<file path="config.mk">
export PLATFORM = sky130hd
export DESIGN_NAME = elev_call_arbiter
export DESIGN_NICKNAME = d
export VERILOG_FILES = /design/src/rtl/elev_pkg.sv /design/src/rtl/elev_btn_debounce.sv /design/src/rtl/elev_call_arbiter.sv
export SDC_FILE = /design/constraint.sdc
export NUM_CORES = 1
export LEC_CHECK = 0
export BUFFER_PORTS_ARGS = -buffer_cell sky130_fd_sc_hd__clkbuf_2
export CELL_PAD_IN_SITES_DETAIL_PLACEMENT = 1
export CELL_PAD_IN_SITES_GLOBAL_PLACEMENT = 1
export CORE_MARGIN = 2
export CORE_UTILIZATION = 40
export DETAILED_ROUTE_END_ITERATION = 7
export HOLD_SLACK_MARGIN = 0.15
export PLACE_DENSITY = 0.71
export SLEW_MARGIN = 25
export SYNTH_ARGS = -nofsm -noshare
export SYNTH_HDL_FRONTEND = slang
export SYNTH_SLANG_ARGS = --single-unit
</file>
<file path="constraint.sdc">
create_clock -name clk -period 2.3 [get_ports clk]
set_clock_uncertainty 0.1 [all_clocks]
set_input_delay 0.115 -clock clk [delete_from_list [all_inputs] [get_ports clk]]
set_output_delay 0.115 -clock clk [all_outputs]
set_load 0.02 [all_outputs]
</file>
<file path="src/rtl/elev_pkg.sv">
// Shared constants, state encoding and SCAN target helper for the
// four-floor elevator call arbiter.
package elev_pkg;

   localparam int NUM_FLOORS = 4;

   localparam logic [1:0] FLR_A = 2'd0;
   localparam logic [1:0] FLR_B = 2'd1;
   localparam logic [1:0] FLR_C = 2'd2;
   localparam logic [1:0] FLR_D = 2'd3;

   localparam logic UP   = 1'b0;
   localparam logic DOWN = 1'b1;

   typedef enum logic {
      IDLE  = 1'b0,
      DWELL = 1'b1
   } arb_state_e;

   // One-hot SCAN target; the current floor itself is never selected.
   function automatic logic [NUM_FLOORS-1:0] scanSelect(
      input logic [NUM_FLOORS-1:0] pend,
      input logic [1:0]            flr,
      input logic                  dir
   );
      logic [NUM_FLOORS-1:0] lowAbove;
      logic [NUM_FLOORS-1:0] highBelow;
      lowAbove  = '0;
      highBelow = '0;
      for (int i = NUM_FLOORS - 1; i >= 0; i--) begin
         if (pend[i] && (i > int'(flr))) begin
            lowAbove = NUM_FLOORS'(1) << i;
         end
      end
      for (int i = 0; i < NUM_FLOORS; i++) begin
         if (pend[i] && (i < int'(flr))) begin
            highBelow = NUM_FLOORS'(1) << i;
         end
      end
      if (dir == UP) begin
         scanSelect = (lowAbove != '0) ? lowAbove : highBelow;
      end else begin
         scanSelect = (highBelow != '0) ? highBelow : lowAbove;
      end
   endfunction

endpackage

</file>
<file path="src/rtl/elev_btn_debounce.sv">
// Per-button 2-flop synchronizer and debouncer producing a one-cycle
// pulse when the debounced level rises.
module elev_btn_debounce #(
   parameter int DEB_CYCLES = 16
) (
   input  logic clk,
   input  logic rst_n,
   input  logic btn_i,
   output logic rise_o
);

   localparam int CW = $clog2(DEB_CYCLES + 1);

   logic          sync1_q;
   logic          sync2_q;
   logic          stable_q;
   logic          stable_d;
   logic          rise_q;
   logic          rise_d;
   logic [CW-1:0] cnt_q;
   logic [CW-1:0] cnt_d;

   // The level only flips after DEB_CYCLES consecutive disagreeing samples.
   always_comb begin
      cnt_d    = cnt_q;
      stable_d = stable_q;
      rise_d   = 1'b0;
      if (sync2_q == stable_q) begin
         cnt_d = '0;
      end else if (cnt_q == CW'(DEB_CYCLES - 1)) begin
         cnt_d    = '0;
         stable_d = ~stable_q;
         rise_d   = ~stable_q;
      end else begin
         cnt_d = cnt_q + 1'b1;
      end
   end

   always_ff @(posedge clk or negedge rst_n) begin
      if (!rst_n) begin
         sync1_q  <= 1'b0;
         sync2_q  <= 1'b0;
         stable_q <= 1'b0;
         rise_q   <= 1'b0;
         cnt_q    <= '0;
      end else begin
         sync1_q  <= btn_i;
         sync2_q  <= sync1_q;
         stable_q <= stable_d;
         rise_q   <= rise_d;
         cnt_q    <= cnt_d;
      end
   end

   assign rise_o = rise_q;

endmodule

</file>
<file path="src/rtl/elev_call_arbiter.sv">
// Latches debounced calls, presents one SCAN-ordered request to the
// controller and holds a served floor through a door dwell.
module elev_call_arbiter
   import elev_pkg::*;
#(
   parameter int DEB_CYCLES   = 16,
   parameter int DWELL_CYCLES = 8
) (
   input  logic       clk,
   input  logic       rst_n,
   input  logic [3:0] btn,
   input  logic [1:0] floor,
   input  logic       dir,
   output logic       ra,
   output logic       rb,
   output logic       rc,
   output logic       rd,
   output logic [3:0] pending,
   output logic       door_open
);

   localparam int DW = (DWELL_CYCLES > 1) ? $clog2(DWELL_CYCLES) : 1;

   logic [NUM_FLOORS-1:0] rise;
   logic [NUM_FLOORS-1:0] pending_q;
   logic [NUM_FLOORS-1:0] pending_d;
   logic [NUM_FLOORS-1:0] req_q;
   logic [NUM_FLOORS-1:0] req_d;
   logic                  door_q;
   logic                  door_d;
   logic [DW-1:0]         dwell_q;
   logic [DW-1:0]         dwell_d;
   arb_state_e            state_q;
   arb_state_e            state_d;
   logic                  dwellDone;

   for (genvar g = 0; g < NUM_FLOORS; g++) begin : g_btn
      elev_btn_debounce #(
         .DEB_CYCLES(DEB_CYCLES)
      ) u_deb (
         .clk   (clk),
         .rst_n (rst_n),
         .btn_i (btn[g]),
         .rise_o(rise[g])
      );
   end

   assign dwellDone = (state_q == DWELL) && (dwell_q == '0);

   // The dwell-end clear is applied after new latches so the clear wins.
   always_comb begin
      pending_d = pending_q | rise;
      if (dwellDone) begin
         pending_d[floor] = 1'b0;
      end
   end

   always_ff @(posedge clk or negedge rst_n) begin
      if (!rst_n) begin
         state_q   <= IDLE;
         dwell_q   <= '0;
         pending_q <= '0;
         req_q     <= '0;
         door_q    <= 1'b0;
      end else begin
         state_q   <= state_d;
         dwell_q   <= dwell_d;
         pending_q <= pending_d;
         req_q     <= req_d;
         door_q    <= door_d;
      end
   end

   always_comb begin
      state_d = state_q;
      dwell_d = dwell_q;
      case (state_q)
         IDLE: begin
            if (pending_q[floor]) begin
               state_d = DWELL;
               dwell_d = DW'(DWELL_CYCLES - 1);
            end
         end
         DWELL: begin
            if (dwell_q == '0) begin
               state_d = IDLE;
            end else begin
               dwell_d = dwell_q - 1'b1;
            end
         end
         default: state_d = IDLE;
      endcase
   end

   // Outputs are computed one cycle ahead and registered.
   always_comb begin
      req_d  = '0;
      door_d = 1'b0;
      case (state_q)
         IDLE: begin
            if (pending_q[floor]) begin
               req_d[floor] = 1'b1;
               door_d       = 1'b1;
            end else if (pending_q != '0) begin
               req_d = scanSelect(pending_q, floor, dir);
            end
         end
         DWELL: begin
            if (!dwellDone) begin
               req_d[floor] = 1'b1;
               door_d       = 1'b1;
            end
         end
         default: begin
            req_d  = '0;
            door_d = 1'b0;
         end
      endcase
   end

   assign ra        = req_q[0];
   assign rb        = req_q[1];
   assign rc        = req_q[2];
   assign rd        = req_q[3];
   assign pending   = pending_q;
   assign door_open = door_q;

endmodule

</file>
### Word level (Yosys, flattened, before mapping)

Index checks and enable logic that the tools add are counted.
Widths: inputs -> output; s select.

* order comparisons: 8
* reductions and logical operators: 17
* add/sub/neg operators: 5
* muxes and demuxes: 48
* equality and inequality tests: 10
* bitwise operators: 12

Operators with widths (count)
* $mux 4: 18
* $mux 5: 8
* $add 5x1->5 const B: 4
* $eq 5x4->1 const B: 4
* $mux 1: 14
* $reduce_bool 4->1: 3
* $reduce_and 2->1: 5
* $not 1->1: 9
* $logic_and 1x1->1: 8
* $pmux 4 s2: 1
* $mux 3: 2
* $pmux 3 s2: 1
* $and 4x4->4: 1
* $eq 1x1->1: 4
* $gt 2x2->1 const A: 2
* $lt 1x2->1 const A: 2
* $ne 2x2->1 const B: 2
* $not 4->4: 1
* $or 4x4->4: 1
* $pmux 1 s2: 2
* $logic_not 3->1: 1
* $lt 2x3->1 const B: 1
* $sub 3x1->3 const B: 1
* $bmux 1 s2: 1
* other kinds (4): 4

* register bits after elaboration: 49
* output and inout bits: 9
* logic and storage cells: 125

### Longest topological paths before layout

Gate-level depths: netlist of run 1.

* depth in word-level cells: 14
* depth in mapped cells: 6
* depth with buffers taken out: 6

### Modules after synthesis

Synthesis of run 1 repeated with hierarchy kept, for this count alone.

* cell total of the unflattened synthesis: 185
* area total of the unflattened synthesis: 2112.0 µm²

Modules (own cells, without submodules)
* elev_btn_debounce: instances 4, cells an instance 25, area each 335.3 µm², sequential area each 225.2 µm²
* elev_call_arbiter: instances 1, cells an instance 85, area each 770.7 µm², sequential area each 300.3 µm²

### Least setup slack after synthesis of run 1

Ideal clock, no wire load.

* kind: register -> register
* from: register pending_q[1], in the netlist pending[1]
* to: register dwell_q[0]
* data arrival time: 1.312 ns
* library setup time: 0.137 ns
* clock period less this slack: 1.549 ns
* setup slack: 0.751 ns
* cell stages (with the launch flop): 5
* path buffers: 0
* cell sequence: dfrtp_1 mux4_1 o21a_1 nor2_1 a31oi_1

* cells in the longest elaborated chain, start to end: 4

Ends and longest elaborated chain
* start: declaration: RTL line elev_call_arbiter.sv:25 `logic [NUM_FLOORS-1:0] pending_q;`
* start signal: assignment: RTL line elev_call_arbiter.sv:68 `pending_q <= pending_d;`
* $bmux 1 s2: RTL line elev_call_arbiter.sv:79 `if (pending_q[floor]) begin`
* $mux 1 (not written as such): RTL line elev_call_arbiter.sv:79
* $ne 2x2->1 (no line)
* $reduce_and 2->1 (no line)
* end signal: assignment: RTL line elev_call_arbiter.sv:67 `dwell_q <= dwell_d;`
* end: declaration: RTL line elev_call_arbiter.sv:31 `logic [DW-1:0] dwell_q;`

No other way between the ends. The select of a mux whose other input is x is not followed.
A chain may end at the register's enable or synchronous reset.

### Worst setup path in the final report of run 1

* from: input floor[0]
* to: register req_q[3]

* cells in the longest elaborated chain, start to end: 14

Ends and longest elaborated chain
* start: declaration: RTL line elev_call_arbiter.sv:12 `input logic [1:0] floor,`
* $gt 2x2->1 or $lt 1x2->1 (tied branches): RTL line elev_pkg.sv:31, elev_pkg.sv:36
* $logic_and 1x1->1 (on tied branches): RTL line elev_pkg.sv:31, elev_pkg.sv:36
* $mux 4 or $mux 1 (tied branches): RTL line elev_pkg.sv:31, elev_pkg.sv:36
* $mux 4 (on tied branches) (2 in a row): RTL line elev_pkg.sv:31, elev_pkg.sv:36
* $mux 4: RTL line elev_call_arbiter.sv:104 `end else if (pending_q != '0) begin`
* $mux 4: RTL line elev_call_arbiter.sv:101 `if (pending_q[floor]) begin`
* $mux 4: RTL line elev_call_arbiter.sv:99 `case (state_q)`
* $reduce_bool 4->1 (on tied branches): RTL line elev_pkg.sv:41, elev_pkg.sv:43
* $mux 4 (on tied branches): RTL line elev_pkg.sv:41, elev_pkg.sv:43
* $mux 4: RTL line elev_pkg.sv:40 `if (dir == UP) begin`
* $mux 4: RTL line elev_call_arbiter.sv:104
* $mux 4: RTL line elev_call_arbiter.sv:101
* $pmux 4 s2 (*): RTL line elev_call_arbiter.sv:99
* net req_d[3]: RTL line elev_call_arbiter.sv:28 `logic [NUM_FLOORS-1:0] req_d;`
* end signal: assignment: RTL line elev_call_arbiter.sv:69 `req_q <= req_d;`
* end: declaration: RTL line elev_call_arbiter.sv:27 `logic [NUM_FLOORS-1:0] req_q;`

Mark *: on every way through the listed nets, which the timed path passes. The rest lies on a longest branch. The select of a mux whose other input is x is not followed.

==> flow_summary.toml, run 1 <==
[timing]
relSlewSlack = 0.505
setup_viol = 0
drv_slew = 0
period_share = 0.857
fmax_mhz = 507
worst_slew_pin_slew_ns = 0.742
fin_tns_setup_ns = 0
rsz0062_at_grt = "false"
fin_crit_ns = 1.97
hold_viol = 0

[cts]
clockBufferDepth = 2
clk_pin_slew_ns = 0.09
htreeDepth = 2
root_buffer = "clkbuf_8"
cts_setup_buffers = 0
cts.sinks = 48
ctsResizeCount = 0
cts_buffers = 5
clk_latency_ns = 0.29
hold_buffers = 9
cts_tree = "yes"

[critical_path]
critPathTopFamily = "buffers and inverters"
path_max_fanout = 14
end_kind = "register"
worst_setup_path_start_kind = "input port"
critical_path_class = "input port to register"
worstPathCellList = "dlygate4sd3_1 > clkbuf_2 > and2b_1 > a21oi_1 > a211o_1 > nand2_1 > dlygate4sd3_1"
critPathRequiredTime_ns = 2.44
critPathBufInv = 3
cpMostUsedCell = "dlygate4sd3_1"
crit_slowest_cell = "dlygate4sd3_1"
crit_path_max_incr_delay_ns = 0.53
arrival_ns = 2.11

[floorplan]
start_util = 0.414
row_count = 26
die-area_sq_mm = 0.00585
io_pins = 18
die_h_um = 76.5
coreArea_sq_mm = 0.00507
chipWidth_um = 76.5

[hold_path]
worstHoldPathType = "register to register"

[synthesis]
yosysMostFrequentCell = "dfrtp_1"
synth_area_leaders = "dfrtp_1 57%, nor2_1 4.1%, xor2_1 3.8%"
synth.net_count = 203
synthesis.area_sq_mm = 0.00210
synth_area_per_cell_sq_um = 11.2
synth_ff_type = "dfrtp_1"
synth-xor-area-share = 0.0459
synthAdderAreaFrac = 0.0357
synth_common_cells = "48 x dfrtp_1, 23 x nor2_1, 13 x o21ai_0"
synth-edff-count = 0
synthSimpleGateAreaFrac = 0.169
synthArstFlopShare = 1.00
syn_inst = 188
synth_mux_area_frac = 0.0435
ys_seq_area_frac = 0.572
ys_ff_latch = 48
synth_compound_area_frac = 0.102
yosys.area.top_type_share = 0.572
synth_top_family_by_area = "simple AND/OR/NAND/NOR gates"
synthDistinctLibCells = 40
synth_top_cell_by_area = "dfrtp_1"
yosysWarnings = 0

[global_routing]
grt_max_degree = 32
grt_pass1_vias = 1468
overflow = 0
antenna_found_initial = 0
grt_pass1_wl_um = 7090
grt_util_all_layers = 0.151

[finish]
drive_gt1_frac = 0.152
finalNetCount = 231
antenna-diode-count = 0
syn_to_final_growth_pct = 17.0
post-route-util = 0.484

[detailed_routing]
drt_iter0_drc = 113
viasPerCell = 5.13
wl_per_cell_um = 14.5
drt-total-wl_um = 4160
firstDrtPassIters = 4
drc = 0
vias = 1473
ant_nets = 0

[place]
place.gp.congestion = 0.781
numPortBuffers = 17
hpwl_um = 3060

[power]
p_per_area_mw_per_mm2 = 932
power.leakage_nw = 1.18
ir_worst_vdd_v = 0.000504

[run_status]
outcome = "finished clean"

[run]
drv_cap = 0
## final cells by class
| class | instances | area (sq um) |
|---|---|---|
| clock buffers | 6 | 82.6 |
| flip-flops and latches | 48 | 1200 |
| multi-input cells | 126 | 831 |
| inverters | 7 | 26.3 |
| fillers | 578 | 2620 |
| repair buffers | 28 | 190 |
| well taps | 70 | 87.6 |
| clock inverters | 2 | 38.8 |
## state kept, by name, summed over array words and instances, names as in the netlist
signal,count
g_btn.u_deb.sync2_q,4
g_btn.u_deb.cnt_q,20
req_q,4
g_btn.u_deb.rise_o,4
pending,4
g_btn.u_deb.sync1_q,4
g_btn.u_deb.stable_q,4
door_open,1
dwell_q,3
## stage by stage
stage          hold slack (ns)  power, mW  std cells  cell area [sq um]  setup WS (ns)
3_3_place_gp             0.110       1.63        270               2250          0.640
3_5_place_dp             0.126       1.67        270               2250          0.603
4_1_cts                  0.260       2.32        287               2460          0.322
2_1_floorplan           -0.281       1.49        188               2100          0.751
5_1_grt                  0.263       2.44        287               2460          0.180
6_report                 0.257       2.29        287               2460          0.329
## cell families (layout without fill, tap and decap cells)
kind of cell | Yosys count | in the layout
xor gates and xnor gates | 11 | 11
AOI/OAI and AO/OA | 35 | 35
DFF | 48 | 48
muxes | 7 | 7
adders and majority gates | 6 | 6
buffers and inverters | 14 | 43
and+or+nand+nor | 67 | 67
## power by group
part	internal (mW)	switching [mW]	leakage, nW	total [mW]
logic	0.234	0.303	0.494	0.537
registers	0.946	0.176	0.620	1.12
clock network	0.356	0.275	0.0614	0.630
## placed cells by master (no fill, tap or decap), types with 3 or more instances in the layout
master and n:
mux2_2 4, nor2_1 23, a21oi_1 9, nand2_1 4, and3_1 3, xor2_1 9
nor3_1 7, ha_1 6, clkbuf_2 17, nand3_1 7, clkbuf_8 6, inv_1 6
dlygate4sd3_1 9, dfrtp_1 48, o2111ai_1 3, nor2b_1 3, and2_1 5, o21ai_0 13
nor4b_1 4
## per-layer routing
metal	routed length, um	track usage	up-vias	part of all wire
li1	-	-	713	-
met3	81	0.0284	5	0.019
met2	2170	0.263	16	0.52
met5	0	0	-	0
met1	1860	0.188	739	0.45
met4	51	0.0545	0	0.012
## worst paths after layout
path | startpoint | to | slack [ns] | depth (start not counted)
worst max-delay path | floor[0] | req_q[3] | 0.33 | 7
worst min-delay path | g_btn[0].u_deb.sync1_q | g_btn[0].u_deb.sync2_q | 0.26 | 0
worst max register to register | door_open | req_q[3] | 0.35 | 4
worst min register to register | g_btn[0].u_deb.sync1_q | g_btn[0].u_deb.sync2_q | 0.26 | 0
max in group asynchronous | rst_n | g_btn[0].u_deb.sync1_q | 1.16 | 3
min in group asynchronous | rst_n | req_q[0] | 0.32 | 2
No activity file was read; power rests on OpenSTA's default activity.
==> inputs of run 2 (changes only) <==
CTS_BUF_LIST = sky130_fd_sc_hd__clkbuf_4   (was not set)
GPL_TIMING_DRIVEN = 0   (was not set)
==> run 2 against run 1 <==
Effect of this change:
- non-clock buffer count increased by 5
- highest routed layer unchanged
- register-to-register slack gained 0.04 ns
- sequential cell count unchanged
- largest cell class unchanged
- setup slack better by 0.033 ns
- utilization is 0.69 points lower
- via count is 3.7% higher
==> flow_summary.toml, run 2 (synthesis gave the netlist of run 1 again) <==
[run_status]
outcome = "finished clean"

[power]
finalPower_mw = 2.08
p_per_area_mw_per_mm2 = 857
ir_worst_vdd_v = 0.000401
power.leakage_nw = 1.16

[finish]
fin_cells = 292
finalNetCount = 236
n_fill_cell = 583
drive_gt1_frac = 0.162
largest_reg_flops = 20
mostFrequentLayoutCell = "dfrtp_1"
syn_to_final_growth_pct = 15.3
antenna-diode-count = 0
fin_area_sq_mm = 0.00242
final_cell_mix = "48 x dfrtp_1, 23 x nor2_1, 16 x clkbuf_2"
regMostFlops = "g_btn.u_deb.cnt_q"

[timing]
timing.final.ws_setup_ns = 0.363
rsz0062_at_grt = "false"
setup_viol = 0
hold_viol = 0
worst_slew_pin_slew_ns = 0.651
fmax_mhz = 516
period_share = 0.842
fin_tns_setup_ns = 0
drv_slew = 0
relSlewSlack = 0.566
fin_crit_ns = 1.94

[cts]
hold_buffers = 9
cts_tree = "yes"
cts_setup_buffers = 0
htreeDepth = 2
clk_latency_ns = 0.35
clockBufferDepth = 2
ctsResizeCount = 0
cts.sinks = 48
cts_buffers = 5
root_buffer = "clkbuf_4"
clk_pin_slew_ns = 0.14

[floorplan]
row_count = 26
die_h_um = 76.5
start_util = 0.414
coreArea_sq_mm = 0.00507
io_pins = 18
chipWidth_um = 76.5
die-area_sq_mm = 0.00585

[place]
place.gp.congestion = 0.815
place_area_sq_mm = 0.00228
pre_cts_ws_ns = 0.674
hpwl_um = 3130
place_inst = 275
numPortBuffers = 17

[detailed_routing]
drt-total-wl_um = 4260
ant_nets = 0
vias = 1527
viasPerCell = 5.23
wl_per_cell_um = 14.6
firstDrtPassIters = 4
drc = 0
drt_iter0_drc = 67

[global_routing]
grt_pass1_vias = 1712
grt_pass1_wl_um = 7850
overflow = 0
grt_max_degree = 49
antenna_found_initial = 0
grt_util_all_layers = 0.167

[critical_path]
arrival_ns = 2.14
worst_setup_path_start_kind = "input port"
end_kind = "register"
path_max_fanout = 10
r2r_start = "dwell_q[0]"
setup.worst_path.start = "floor[0]"
critPathRequiredTime_ns = 2.51
critical_path_class = "input port to register"

[run]
drv_cap = 0

[hold_path]
worstHoldPathType = "input port to asynchronous set/reset pin"
## run 2: metal layers
layer,wire (um),track usage,share of wire
met5,0,0,0
met2,2260,0.292,0.53
met3,115,0.0438,0.027
met4,56,0.0618,0.013
met1,1830,0.196,0.43
## run 2: path summary, 6_finish.rpt
path / end / slack, ns / cells past startpoint
worst max-delay path: req_q[3] / 0.36 / 8
worst min-delay path: req_q[2] / 0.23 / 2
worst max register to register: req_q[3] / 0.39 / 6
worst min register to register: g_btn[3].u_deb.sync2_q / 0.27 / 0
max in group asynchronous: g_btn[3].u_deb.sync1_q / 1.43 / 2
min in group clk: g_btn[3].u_deb.sync2_q / 0.27 / 0
## run 2: where the power goes
group	switching, mW	total (mW)	internal [mW]
clock network	0.259	0.388	0.129
logic	0.398	0.655	0.257
registers	0.0868	1.03	0.947
total	0.744	2.08	1.33
## run 2: final cells by class
cell class,count,area (sq um),area share
plain buffers,7,42.5,0.0176
clock buffers,6,45.0,0.0186
clock inverters,2,11.3,0.00465
inverters,7,26.3,0.0108
multi-input cells,126,831,0.343
flip-flops and latches,48,1200,0.496
well taps,70,87.6,0.0362
repair buffers,26,178,0.0733
## run 2: through the flow
stage	utilization	hold slack [ns]
3_5_place_dp	0.448	0.107
4_1_cts	0.477	0.251
6_report	0.477	0.226
2_1_floorplan	-	-0.281
3_3_place_gp	0.448	0.124
5_1_grt	0.477	0.267
## run 2: critical path: stages
cell	delay, ns
dlygate4sd3_1	0.55
clkbuf_2	0.16
buf_6	0.15
and2b_1	0.26
a21oi_1	0.06
a211o_1	0.27
nand2_1	0.05
dlygate4sd3_1	0.53
==> inputs of run 3 (changes only) <==
clock period = 1.95 ns   (was 2.3 ns; I/O delays follow)
==> run 3 against run 2 <==
Effect of this change:
- count of clock-buffer cells in the layout unchanged
- combinational power up 30%
- total power up 21%
- final area grew 2.1%
- final cell count increased by 1.4%
- global-route usage did not move
- critical endpoint unchanged
- die area is the same
- sequential cell count unchanged
==> flow_summary.toml, run 3 (synthesis gave the netlist of run 1 again) <==
[global_routing]
grt_pass1_wl_um = 7850
overflow = 0
grt_max_degree = 49
antenna_found_initial = 0
grt_util_all_layers = 0.167
grt_pass1_vias = 1712

[run_status]
outcome = "finished clean"

[floorplan]
chipWidth_um = 76.5
die_h_um = 76.5
coreArea_sq_mm = 0.00507
row_count = 26
io_pins = 18
start_util = 0.414
die-area_sq_mm = 0.00585

[finish]
regMostFlops = "g_btn.u_deb.cnt_q"
fin_area_sq_mm = 0.00247
drive_gt1_frac = 0.190
multi_input_area_sq_um = 841
largest_reg_flops = 20
finalNetCount = 240
n_fill_cell = 583
regArea_sq_mm = 0.00120
syn_to_final_growth_pct = 17.7
mostFrequentLayoutCell = "dfrtp_1"
final_cell_mix = "48 x dfrtp_1, 23 x nor2_1, 15 x clkbuf_2"
post-route-util = 0.487
antenna-diode-count = 0

[cts]
root_buffer = "clkbuf_4"
htreeDepth = 2
clk_pin_slew_ns = 0.13
cts_tree = "yes"
cts_buffers = 5
clockBufferDepth = 2
clk_latency_ns = 0.35
cts.sinks = 48

[timing]
fmax_mhz = 538
hold_slack_ns = 0.217
relSlewSlack = 0.567
hold_viol = 0
fin_tns_setup_ns = 0
period_share = 0.953
setup_viol = 0
drv_slew = 0
fin_crit_ns = 1.86
worst_slew_pin_slew_ns = 0.650

[detailed_routing]
firstDrtPassIters = 4
drt_iter0_drc = 93
ant_nets = 0
vias = 1554
viasPerCell = 5.25
drc = 0
wl_per_cell_um = 14.6
drt-total-wl_um = 4310

[critical_path]
path_max_fanout = 10
r2r_end = "req_q[3]"
setup.worst_path.start = "floor[0]"
crit_slowest_cell = "dlygate4sd3_1"
regToRegSetupSlack_ns = 0.10
end_kind = "register"
r2r_start = "pending[2]"
critPathRequiredTime_ns = 2.15
arrival_ns = 2.06
cpMostUsedCell = "dlygate4sd3_1"
worstPathCellList = "dlygate4sd3_1 > buf_6 > and2b_2 > a21oi_1 > a211o_1 > nand2_1 > dlygate4sd3_1"
critical_path_class = "input port to register"
crit_path_max_incr_delay_ns = 0.63
worst_setup_path_start_kind = "input port"
reg2regPathDepth = 6

[power]
finalPower_mw = 2.52
p_per_area_mw_per_mm2 = 1020
ir_worst_vdd_v = 0.000421
power.leakage_nw = 1.18

[place]
numPortBuffers = 17
place.gp.congestion = 0.815
place_area_sq_mm = 0.00228
hpwl_um = 3130

[run]
drv_cap = 0

[hold_path]
worstHoldPathType = "input port to asynchronous set/reset pin"
## run 3: final cells by class
class / count / share of cell area
Clock inverter: 2 / 0.00455
Sequential cell: 48 / 0.486
Clock buffer: 6 / 0.0182
Multi-Input combinational cell: 126 / 0.340
Inverter: 7 / 0.0106
Buffer: 7 / 0.0202
Timing Repair Buffer: 30 / 0.0850
Tap cell: 70 / 0.0354
## run 3: how the worst max path moves through the flow
stage                            end  cells after the start  slack [ns]
after detailed placement  pending[3]                      4        0.32
after CTS                   req_q[3]                      6        0.04
final                       req_q[3]                      7        0.09
after global routing        req_q[3]                      6      -0.003
after global placement      req_q[2]                      4        0.37
after floorplan           dwell_q[0]                      4        0.40
## run 3: per-stage QoR
stage	worst slack (ns)	instances
2_1_floorplan	0.401	188
3_3_place_gp	0.375	275
3_5_place_dp	0.324	275
4_1_cts	0.0397	292
5_1_grt	-0.00312	296
6_report	0.0926	296
## run 3: where the power goes
| group | internal (mW) | total (mW) | switching, mW |
|---|---|---|---|
| Sequential | 1.12 | 1.21 | 0.0904 |
| Clock | 0.152 | 0.456 | 0.305 |
| Combinational | 0.358 | 0.854 | 0.496 |
## run 3: repair_timing
| action | CTS | global route |
|---|---|---|
| buffers inserted | 0 | 5 |
| endpoints found under the setup margin | 0 | 1 |
| hold buffers | 9 | 0 |
| endpoints found under the hold margin | 59 | 0 |
| gates resized for setup | 0 | 9 |
## run 3: per-layer routing
layer,vias to the layer above,track usage,routed length (um)
met3,8,0.0438,126
met5,-,0,0
met1,789,0.196,1830
li1,735,-,-
met4,0,0.0618,72
met2,22,0.292,2280
## run 3: critical path, delay by kind of cell
kind                   cells  cell delay [ns]
buffers and inverters      3             1.34
AO/OA/AOI/OAI              2             0.32
AND/OR/NAND/NOR            2             0.30
